File: src/rtl/pwm_regbank_shadow_if.sv
// rtl/pwm_regbank_shadow_if.sv - register bus interface for the PWM shadow register bank
// Word-addressed single-beat bus: one write or read strobe per cycle, reads return one cycle later.
interface pwm_regbank_shadow_if #(
   parameter int WIDTH  = 16,
   parameter int ADDR_W = 8
);
   logic              wr_en;
   logic              rd_en;
   logic [ADDR_W-1:0] addr;
   logic [WIDTH-1:0]  wr_data;
   logic [WIDTH-1:0]  rd_data;
   logic              rd_valid;

   modport master (output wr_en, rd_en, addr, wr_data, input rd_data, rd_valid);
   modport slave  (input wr_en, rd_en, addr, wr_data, output rd_data, rd_valid);
endinterface

File: src/rtl/pwm_regbank_shadow.sv
// rtl/pwm_regbank_shadow.sv - multi-channel PWM register bank with shadow/active pairs
// Software writes land in the shadow set; the PWM cores only ever see the active set.
module pwm_regbank_shadow #(
   parameter int WIDTH  = 16,
   parameter int N_CH   = 4,
   parameter int ADDR_W = 8
) (
   input  logic                    clk_i,
   input  logic                    rst_i,
   pwm_regbank_shadow_if.slave     bus,
   input  logic [N_CH-1:0]         upd_evt_i,
   output logic                    g_en_o,
   output logic [N_CH-1:0]         ch_en_o,
   output logic [N_CH-1:0]         ch_mode_o,
   output logic [N_CH-1:0]         ch_dt_en_o,
   output logic [N_CH*WIDTH-1:0]   ch_period_o,
   output logic [N_CH*WIDTH-1:0]   ch_duty1_o,
   output logic [N_CH*WIDTH-1:0]   ch_duty2_o,
   output logic [N_CH*WIDTH-1:0]   ch_deadtime_o,
   output logic [N_CH*WIDTH-1:0]   ch_prescaler_o,
   output logic [N_CH*WIDTH-1:0]   ch_delay1_o,
   output logic [N_CH*WIDTH-1:0]   ch_delay2_o,
   output logic [N_CH-1:0]         upd_pending_o
);
   localparam int NVAL = 7;

   logic             g_en_q, g_en_d;
   logic             lock_q, lock_d;
   logic             err_q, err_d;
   logic [N_CH-1:0]  pend_q, pend_d;
   logic [3:0]       sh_ctrl_q [N_CH];
   logic [3:0]       sh_ctrl_d [N_CH];
   logic [3:0]       act_ctrl_q [N_CH];
   logic [3:0]       act_ctrl_d [N_CH];
   logic [WIDTH-1:0] sh_val_q [N_CH][NVAL];
   logic [WIDTH-1:0] sh_val_d [N_CH][NVAL];
   logic [WIDTH-1:0] act_val_q [N_CH][NVAL];
   logic [WIDTH-1:0] act_val_d [N_CH][NVAL];
   logic [WIDTH-1:0] rd_data_q, rd_data_d;
   logic             rd_valid_q, rd_valid_d;

   logic [ADDR_W-1:0] ch_rel;
   logic [ADDR_W-4:0] ch_idx;
   logic [2:0]        ch_off;
   logic              is_ch_space;
   logic [N_CH-1:0]   ch_wr;
   logic              force_upd;

   always_comb begin
      ch_rel      = bus.addr - ADDR_W'(16);
      ch_idx      = ch_rel[ADDR_W-1:3];
      ch_off      = ch_rel[2:0];
      is_ch_space = (bus.addr >= ADDR_W'(16)) && (ch_idx < (ADDR_W-3)'(N_CH));
   end

   always_comb begin
      g_en_d     = g_en_q;
      lock_d     = lock_q;
      err_d      = err_q;
      pend_d     = pend_q;
      sh_ctrl_d  = sh_ctrl_q;
      act_ctrl_d = act_ctrl_q;
      sh_val_d   = sh_val_q;
      act_val_d  = act_val_q;
      force_upd  = 1'b0;
      ch_wr      = '0;

      if (bus.wr_en) begin
         // STATUS is the only register still writable once locked
         if (bus.addr == ADDR_W'(1)) begin
            if (bus.wr_data[WIDTH-1:1] != '0) begin
               err_d = 1'b1;
            end else if (bus.wr_data[0]) begin
               err_d = 1'b0;
            end
         end else if (lock_q) begin
            err_d = 1'b1;
         end else if (bus.addr == '0) begin
            g_en_d    = bus.wr_data[0];
            lock_d    = bus.wr_data[1];
            force_upd = bus.wr_data[2];
         end else if (is_ch_space) begin
            for (int c = 0; c < N_CH; c++) begin
               ch_wr[c] = (ch_idx == (ADDR_W-3)'(c));
            end
         end else begin
            err_d = 1'b1;
         end
      end

      for (int c = 0; c < N_CH; c++) begin
         // Transfer first from the pre-write shadow, so a colliding write stays pending
         if (pend_q[c] && (upd_evt_i[c] || force_upd)) begin
            act_ctrl_d[c] = sh_ctrl_q[c];
            for (int r = 0; r < NVAL; r++) begin
               act_val_d[c][r] = sh_val_q[c][r];
            end
            pend_d[c] = 1'b0;
         end
         if (ch_wr[c]) begin
            if (ch_off == 3'd0) begin
               sh_ctrl_d[c] = bus.wr_data[3:0];
               if (!sh_ctrl_q[c][2]) begin
                  act_ctrl_d[c] = bus.wr_data[3:0];
               end else begin
                  act_ctrl_d[c][2] = bus.wr_data[2];
               end
            end else begin
               sh_val_d[c][ch_off - 3'd1] = bus.wr_data;
               if (!sh_ctrl_q[c][2]) begin
                  act_val_d[c][ch_off - 3'd1] = bus.wr_data;
               end
            end
            if (sh_ctrl_q[c][2]) begin
               pend_d[c] = 1'b1;
            end
         end
      end
   end

   always_comb begin
      rd_valid_d = bus.rd_en;
      rd_data_d  = rd_data_q;
      if (bus.rd_en) begin
         rd_data_d = '0;
         if (bus.addr == '0) begin
            rd_data_d[1:0] = {lock_q, g_en_q};
         end else if (bus.addr == ADDR_W'(1)) begin
            rd_data_d[0] = err_q;
            for (int c = 0; c < N_CH; c++) begin
               if (c + 1 < WIDTH) begin
                  rd_data_d[c+1] = pend_q[c];
               end
            end
         end else if (is_ch_space) begin
            for (int c = 0; c < N_CH; c++) begin
               if (ch_idx == (ADDR_W-3)'(c)) begin
                  if (ch_off == 3'd0) begin
                     rd_data_d[3:0] = sh_ctrl_q[c];
                  end else begin
                     rd_data_d = sh_val_q[c][ch_off - 3'd1];
                  end
               end
            end
         end
      end
   end

   always_ff @(posedge clk_i) begin
      if (rst_i) begin
         g_en_q     <= 1'b0;
         lock_q     <= 1'b0;
         err_q      <= 1'b0;
         pend_q     <= '0;
         rd_data_q  <= '0;
         rd_valid_q <= 1'b0;
         for (int c = 0; c < N_CH; c++) begin
            sh_ctrl_q[c]  <= '0;
            act_ctrl_q[c] <= '0;
            for (int r = 0; r < NVAL; r++) begin
               sh_val_q[c][r]  <= '0;
               act_val_q[c][r] <= '0;
            end
         end
      end else begin
         g_en_q     <= g_en_d;
         lock_q     <= lock_d;
         err_q      <= err_d;
         pend_q     <= pend_d;
         rd_data_q  <= rd_data_d;
         rd_valid_q <= rd_valid_d;
         sh_ctrl_q  <= sh_ctrl_d;
         act_ctrl_q <= act_ctrl_d;
         sh_val_q   <= sh_val_d;
         act_val_q  <= act_val_d;
      end
   end

   assign bus.rd_data   = rd_data_q;
   assign bus.rd_valid  = rd_valid_q;
   assign g_en_o        = g_en_q;
   assign upd_pending_o = pend_q;

   for (genvar c = 0; c < N_CH; c++) begin : g_out
      assign ch_en_o[c]                         = act_ctrl_q[c][0];
      assign ch_mode_o[c]                       = act_ctrl_q[c][1];
      assign ch_dt_en_o[c]                      = act_ctrl_q[c][3];
      assign ch_period_o[c*WIDTH +: WIDTH]      = act_val_q[c][0];
      assign ch_duty1_o[c*WIDTH +: WIDTH]       = act_val_q[c][1];
      assign ch_duty2_o[c*WIDTH +: WIDTH]       = act_val_q[c][2];
      assign ch_deadtime_o[c*WIDTH +: WIDTH]    = act_val_q[c][3];
      assign ch_prescaler_o[c*WIDTH +: WIDTH]   = act_val_q[c][4];
      assign ch_delay1_o[c*WIDTH +: WIDTH]      = act_val_q[c][5];
      assign ch_delay2_o[c*WIDTH +: WIDTH]      = act_val_q[c][6];
   end
endmodule

File: src/flat_wrapper.sv
// flat-port wrapper written by rule: the top's interface ports become plain ports
module pwm_regbank_shadow_flat 
#(
   parameter int WIDTH  = 16,
   parameter int N_CH   = 4,
   parameter int ADDR_W = 8
)
  (clk_i, rst_i, upd_evt_i, g_en_o, ch_en_o, ch_mode_o, ch_dt_en_o, ch_period_o, ch_duty1_o, ch_duty2_o, ch_deadtime_o, ch_prescaler_o, ch_delay1_o, ch_delay2_o, upd_pending_o, bus_wr_en, bus_rd_en, bus_addr, bus_wr_data, bus_rd_data, bus_rd_valid);
  pwm_regbank_shadow_if #(.WIDTH(WIDTH), .ADDR_W(ADDR_W)) bus_i ();
  input  logic clk_i;
  input  logic rst_i;
  input  logic [N_CH-1:0] upd_evt_i;
  output logic g_en_o;
  output logic [N_CH-1:0] ch_en_o;
  output logic [N_CH-1:0] ch_mode_o;
  output logic [N_CH-1:0] ch_dt_en_o;
  output logic [N_CH*WIDTH-1:0] ch_period_o;
  output logic [N_CH*WIDTH-1:0] ch_duty1_o;
  output logic [N_CH*WIDTH-1:0] ch_duty2_o;
  output logic [N_CH*WIDTH-1:0] ch_deadtime_o;
  output logic [N_CH*WIDTH-1:0] ch_prescaler_o;
  output logic [N_CH*WIDTH-1:0] ch_delay1_o;
  output logic [N_CH*WIDTH-1:0] ch_delay2_o;
  output logic [N_CH-1:0] upd_pending_o;
  input wire logic [$bits(bus_i.wr_en)-1:0] bus_wr_en;
  input wire logic [$bits(bus_i.rd_en)-1:0] bus_rd_en;
  input wire logic [$bits(bus_i.addr)-1:0] bus_addr;
  input wire logic [$bits(bus_i.wr_data)-1:0] bus_wr_data;
  output wire logic [$bits(bus_i.rd_data)-1:0] bus_rd_data;
  output wire logic [$bits(bus_i.rd_valid)-1:0] bus_rd_valid;
  assign bus_i.wr_en = bus_wr_en;
  assign bus_i.rd_en = bus_rd_en;
  assign bus_i.addr = bus_addr;
  assign bus_i.wr_data = bus_wr_data;
  assign bus_rd_data = bus_i.rd_data;
  assign bus_rd_valid = bus_i.rd_valid;
  pwm_regbank_shadow #(.WIDTH(WIDTH), .N_CH(N_CH), .ADDR_W(ADDR_W)) u_core (.clk_i(clk_i), .rst_i(rst_i), .bus(bus_i), .upd_evt_i(upd_evt_i), .g_en_o(g_en_o), .ch_en_o(ch_en_o), .ch_mode_o(ch_mode_o), .ch_dt_en_o(ch_dt_en_o), .ch_period_o(ch_period_o), .ch_duty1_o(ch_duty1_o), .ch_duty2_o(ch_duty2_o), .ch_deadtime_o(ch_deadtime_o), .ch_prescaler_o(ch_prescaler_o), .ch_delay1_o(ch_delay1_o), .ch_delay2_o(ch_delay2_o), .upd_pending_o(upd_pending_o));
endmodule
File: config.mk
export PLATFORM = sky130hd
export DESIGN_NAME = pwm_regbank_shadow_flat
export DESIGN_NICKNAME = d
export VERILOG_FILES = /design/src/rtl/pwm_regbank_shadow_if.sv /design/src/rtl/pwm_regbank_shadow.sv /design/src/flat_wrapper.sv
export SDC_FILE = /design/constraint.sdc
export NUM_CORES = 2
export LEC_CHECK = 0
export BUFFER_PORTS_ARGS = -buffer_cell sky130_fd_sc_hd__buf_2
export CORE_ASPECT_RATIO = 1.75
export CORE_MARGIN = 2
export CORE_UTILIZATION = 37
export CTS_CLUSTER_DIAMETER = 40
export DETAILED_ROUTE_END_ITERATION = 8
export PLACE_DENSITY = 0.63
export SLEW_MARGIN = 20
export SYNTH_ARGS = -nofsm -noshare
export SYNTH_HDL_FRONTEND = slang
export SYNTH_SLANG_ARGS = --single-unit
File: constraint.sdc
create_clock -name clk_i -period 9.7 [get_ports clk_i]
set_clock_uncertainty 0.2 [all_clocks]
set_input_delay 0.97 -clock clk_i [delete_from_list [all_inputs] [get_ports clk_i]]
set_output_delay 0.97 -clock clk_i [all_outputs]
set_load 0.01 [all_outputs]
# Word level (Yosys, flattened, before mapping)
# Cells that the tools add are included.
[word_totals] ramBits=0 latchBits=0 out_inout_bits=482 word_cells=224 reg_bits=952 mem_bits_ro=0 memories=0
[op_classes] eq_ne=7 n_shift=0 div_mod_pow=0 reduce_logical=25 bitwise_logic=4 muxes=112 add_sub_neg=2 multipliers=0 n_lt_le_gt_ge=4
[ops] cell="two-way mux 112 bit" count=16
[ops] cell="bitwise mux 112 bit" count=8
[ops] cell="two-way mux 16 bit" count=22
[ops] cell="binary-select mux 16 bit (select 3 bit)" count=4
[ops] cell="two-way mux 4 bit" count=21
[ops] cell="demux 16 bit (select 3 bit)" count=1
[ops] cell="two-way mux 12 bit" count=4
[ops] cell="two-way mux 1 bit" count=28
[ops] cell="AND reduction 2 bit" count=9
[ops] cell="nonzero test 15 bit" count=1
[ops] cell="two-way mux 14 bit" count=1
[ops] cell="two-way mux 11 bit" count=1
[ops] cell="equality test 5 x 2 -> 1 bit (second input constant)" count=2
[ops] cell="two-way mux 2 bit" count=5
[ops] cell="!= test 3 x 2 -> 1 bit (second input constant)" count=3
[ops] cell="equality test 8 x 1 -> 1 bit (second input constant)" count=1
[ops] cell="greater-or-equal comparator 8 x 5 -> 1 bit (second input constant)" count=1
[ops] cell="zero test 8 bit" count=1
[ops] cell="AND reduction 4 bit" count=2
[ops] cell="subtractor 8 x 5 -> 8 bit (second input constant)" count=1
[ops] cell="logical AND 1 bit" count=6
[ops] cell="equality test 5 x 1 -> 1 bit (second input constant)" count=1
[ops] cell="zero test 5 bit" count=1
[ops] cell="< comparator 5 x 3 -> 1 bit (second input constant)" count=1
[ops] cell="other kinds (8)" count=13

# Depth between registers and ports, before layout
[logic_depth] word_depth=25 mapped_depth=14 mapped_depth_nobuf=8

# Worst setup path before layout
# OpenSTA, ideal clock, no wires.
[synth_path] path_type="input to register" start="input port bus_addr[0]" end="register u_core.rd_data_q[11], in the netlist u_core.bus.rd_data[11]" path_buffers=4 slack_ns=5.696 cell_stages=11 arrival_time_ns=3.686 setup_time_ns=0.117 path_cell_list="inv_2 clkbuf_1 clkbuf_1 ha_1 xor2_1 buf_2 buf_2 mux4_2 a211oi_1 o211ai_1 a32o_1"
[synth_via] elab_chain_cells=25 word_cells_on_any_way=44 classes_between="add/sub (2); order compare (2); eq/ne (4); mux (31); bitwise (1); reduce/logical (4)"
[synth_rtl] element="from (decl)" line="flat_wrapper.sv:27" text="input wire logic [$bits(bus_i.addr)-1:0] bus_addr;"
[synth_rtl] element="subtractor 8 x 5 -> 8 bit" line="pwm_regbank_shadow.sv:50" text="ch_rel = bus.addr - ADDR_W'(16);"
[synth_rtl] element="subtractor 3 x 1 -> 3 bit" line="pwm_regbank_shadow.sv:141" text="rd_data_d = sh_val_q[c][ch_off - 3'd1];"
[synth_rtl] element="inverter 3 -> 4 bit (not written as such)" line="pwm_regbank_shadow.sv:141"
[synth_rtl] element="binary-select mux 16 bit (select 3 bit)" line="pwm_regbank_shadow.sv:141"
[synth_rtl] element="two-way mux 16 bit (not written as such) (2 in a row)" line="pwm_regbank_shadow.sv:141"
[synth_rtl] element="two-way mux 12 bit" line="pwm_regbank_shadow.sv:138" text="if (ch_off == 3'd0) begin"
[synth_rtl] element="two-way mux 16 bit" line="pwm_regbank_shadow.sv:137" text="if (ch_idx == (ADDR_W-3)'(c)) begin"
[synth_rtl] element="two-way mux 16 bit" line="pwm_regbank_shadow.sv:135" text="end else if (is_ch_space) begin"
[synth_rtl] element="(+8 left out)"
[synth_rtl] element="two-way mux 16 bit" line="pwm_regbank_shadow.sv:124" text="if (bus.rd_en) begin"
[synth_rtl] element="two-way mux 12 bit" line="pwm_regbank_shadow.sv:138"
[synth_rtl] element="two-way mux 16 bit" line="pwm_regbank_shadow.sv:137"
[synth_rtl] element="two-way mux 12 bit" line="pwm_regbank_shadow.sv:138"
[synth_rtl] element="two-way mux 16 bit" line="pwm_regbank_shadow.sv:137"
[synth_rtl] element="two-way mux 16 bit" line="pwm_regbank_shadow.sv:135"
[synth_rtl] element="two-way mux 11 bit" line="pwm_regbank_shadow.sv:128" text="end else if (bus.addr == ADDR_W'(1)) begin"
[synth_rtl] element="two-way mux 14 bit (*)" line="pwm_regbank_shadow.sv:126" text="if (bus.addr == '0) begin"
[synth_rtl] element="to (signal assigned)" line="pwm_regbank_shadow.sv:170" text="rd_data_q <= rd_data_d;"
[synth_rtl] element="to (decl)" line="pwm_regbank_shadow.sv:39" text="logic [WIDTH-1:0] rd_data_q, rd_data_d;"
# Mark *: on every way between the ends. The rest lies on a longest branch, timed or not. The select of a mux whose other input is x is not followed.
# A chain may end at the register's enable or synchronous reset.

# Worst setup path in the final report
[layout_path] start="input port bus_addr[0]" end="register u_core.act_val_q (netlist bit u_core.ch_period_o[30])"
[layout_via] elab_chain_cells=12 word_cells_on_any_way=31 classes_between="add/sub (2); order compare (4); eq/ne (2); mux (16); bitwise (1); reduce/logical (6)"
[layout_rtl] element="parallel branches: the longest is 11 deep, another holds subtractor 8 x 5 -> 8 bit"
[layout_rtl] element="two-way mux 112 bit (*)" line="pwm_regbank_shadow.sv:100" text="if (ch_wr[c]) begin"
[layout_rtl] element="to (signal assigned)" line="pwm_regbank_shadow.sv:175" text="act_val_q <= act_val_d;"
[layout_rtl] element="to (decl)" line="pwm_regbank_shadow.sv:37" text="logic [WIDTH-1:0] act_val_q [N_CH][NVAL];"
# Mark *: on every way between the ends.

==> metrics <==
Synthesis Warnings=0; post-CTS sizing=0; initial antenna violation count=15; Distinct cells, synth=slightly above 70; Starting Density=0.373; core box area=around 110000 sq um; Worst Hold Class=reg2reg; CP peak stage delay=0.87 ns; max-cap violations=0; Post-Syn Instances=around 5000; Least-Margin Pin Slew=approximately 1.3 ns; later-pin clock latency in the skew report=around 0.73 ns; drc violations=0; ys flop type=dfxtp_1; peak supply drop=0.000136 V; Total Power=8.56 mW; asr flop ratio synth=0; Detailed Route Iter0 Violations=4949; leakage=between 15 and 20 nW; CP Max Fanout=46; cts bufs inserted=a little under 100; Reg clk slew, reported paths=~0.06 ns; Synth-to-Final Area Change=15.6%; critical path buffer and inverter count=3; net count after synthesis=a little over 5000; I/O Pins=514; GRT Total Usage=0.317; DRT Pass-1 Iters=6; Setup Viol. Count Final=0; die width=~260 um; Seq cells post-synth=roughly 950; number of synthesized flops with an enable pin=0; Setup TNS Final=0 ns; Worst setup EP type=register; Cell Rows=163; number of global-route vias before repair=around 38000; via-per-instance ratio=5.92; CTS max path bufs=3; final wirelength=approximately 190 mm; sequential share of the synthesized area=0.452; H-tree Lvls=3; maximum number of pins on one net before global-route repair=between 200 and 250; Mapped Avg Cell Area=approximately 8 sq um; hold buffers post-CTS=0; Slowest-stage cell, CP=nand2_1; fin crit period=~4.7 ns; number of port buffers=about 510; RSZ-0062 raised after global routing=false; layout cells sized above 1=0.163; CP Class=in2reg; NumNets Final=~5300; final hold vios=0; Power Density=around 180 nW/um^2; Final period util=0.484; Die Ht=around 450 um; largest delay contributor family on the critical path=simple AND/OR/NAND/NOR gates; routed length per instance=approximately 28 um; Rel. slew slack=0.125; first-pass GRT wire length=approximately 270 mm; DP HPWL=roughly 130 mm; Post-CTS Setup Bufs=0; outcome=finished, final reports clean; CTS tree=built; GPL Wtd Cong=between 1 and 1.5; Cell Chain, Critical Path=buf_4, inv_2, ha_4, buf_4, nand2_1, nor2_1, nand2_1, a311oi_1; max-slew violation count=0; startpoint class of the critical path=primary input; Die Area=~120000 sq um; clock root cell=clkbuf_16; Req. time, crit path=10.13 ns; via count=about 40000; FMAX=about 0.21 GHz; CTS Sinks=~950; crit path DAT=5.12 ns; Cell Area, Synth=around 42000 sq um; grt ovf=0; Final ANT Viol Nets=0
==> metrics by stage <==
step | instances | area (sq um) | hold slack [ns] | utilization | setup WS (ns)
after floorplan | 5089 | 42000 | 0.232 | - | 5.70
after global placement | 6638 | 45000 | 0.245 | 0.399 | 4.58
after detailed placement | 6638 | 45000 | 0.251 | 0.399 | 4.50
after CTS | 6819 | 48400 | 0.258 | 0.430 | 5.26
after global routing | 6821 | 48500 | 0.277 | 0.431 | 4.97
final | 6825 | 48500 | 0.263 | 0.431 | 5.01
==> registers in the layout, summed over array words and instances, names as in the netlist, 4 cells and up <==
signal	count
u_core.sh_val_q	448
u_core.ch_deadtime_o	64
u_core.ch_delay1_o	64
u_core.ch_delay2_o	64
u_core.ch_duty1_o	64
u_core.ch_duty2_o	64
u_core.ch_period_o	64
u_core.ch_prescaler_o	64
u_core.bus.rd_data	16
u_core.sh_ctrl_q	16
u_core.ch_dt_en_o	4
u_core.ch_en_o	4
u_core.ch_mode_o	4
u_core.upd_pending_o	4
==> worst min-delay path: cells and delay by family, from the launching register on <==
kind               cells  cell delay (ns)
DFF                    1             0.31
and+or+nand+nor        1             0.05
AOI/OAI and AO/OA      1             0.05
==> report_power, final <==
part           internal [mW]  switching (mW)  leakage [nW]
Clock                   2.34            1.76          1.67
Combinational          0.110           0.451          9.06
Sequential              3.90         0.00657          7.63
Total                   6.35            2.21          18.4
==> layout by cell type, fill, tap and decap left out, drive strengths merged, types with 6 or more instances in the layout <==
cell type and n:
nand2 1086, dfxtp 948, nor2 873, buf 590
mux2i 464, a311oi 347, a21oi 226, a211oi 138
clkbuf 127, o21ai 115, mux2 40, nor3 32
nand3 26, clkinv 22, a221oi 21, o22ai 20
a31oi 19, inv 19, mux4 13, bufinv 13
a2bb2oi 12, o221ai 11, or3 11, a221o 9
and3 8, and2 8, a22oi 8, o211ai 8
clkinvlp 8, nor2b 8, nand4 7, a32oi 7
o21a 7, nand2b 6, or2 6, a21o 6
==> per-layer routing <==
metal | track usage | vias to the layer above | share of wire
li1 | - | 18000 | -
met1 | 0.378 | 19500 | 0.37
met2 | 0.486 | 2326 | 0.44
met3 | 0.100 | 548 | 0.11
met4 | 0.216 | 12 | 0.079
met5 | 0 | - | 0.00040
==> final timing paths <==
kind                              start                           endpoint  slack [ns]  cells after the start
min           u_core.err_q$_SDFFE_PP0P_          u_core.err_q$_SDFFE_PP0P_        0.26                      2
max reg2reg  u_core.lock_q$_SDFFE_PP0P_  u_core.ch_delay2_o[48]$_SDFF_PP0_        6.10                      6
min reg2reg   u_core.err_q$_SDFFE_PP0P_          u_core.err_q$_SDFFE_PP0P_        0.26                      2
max                         bus_addr[0]  u_core.ch_period_o[30]$_SDFF_PP0_        5.01                      8
==> layout make-up <==
type                    count  area, sq um
diodes                      5         12.5
clock buffers             127         2700
clock inverters            54          731
fillers                 11100        64100
inverters                   8         30.0
multi-input cells        3608        21000
flip-flops and latches    948        19000
well taps                1485         1860
repair buffers            590         3230
==> Yosys cell counts (9+ instances only) <==
cell       count  area, sq um
nand2_1     1086         4080
dfxtp_1      948        19000
nor2_1       871         3270
mux2i_1      464         4640
clkbuf_1     374         1400
a311oi_1     347         3040
a21oi_1      226         1130
a211oi_1     138         1040
o21ai_0      112          561
buf_2         73          365
buf_1         56          210
mux2_2        40          450
nor3_1        31          155
nand3_1       26          130
a221oi_1      21          184
o22ai_1       20          125
a31oi_1       19          119
buf_6         18          203
mux4_2        13          293
a2bb2oi_1     12          105
o221ai_1      11         96.3
or3_1         11         68.8
a221o_1        9         90.1
==> cell families after synthesis <==
| logic type | synth area share |
|---|---|
| mux | 0.128 |
| simple gates | 0.194 |
| flops | 0.452 |
| buf+inv | 0.0534 |
| compound gates | 0.170 |
| xor+xnor | 0.000626 |
| fa+ha+maj | 0.00119 |
No activity file was read; power rests on OpenSTA's default activity.
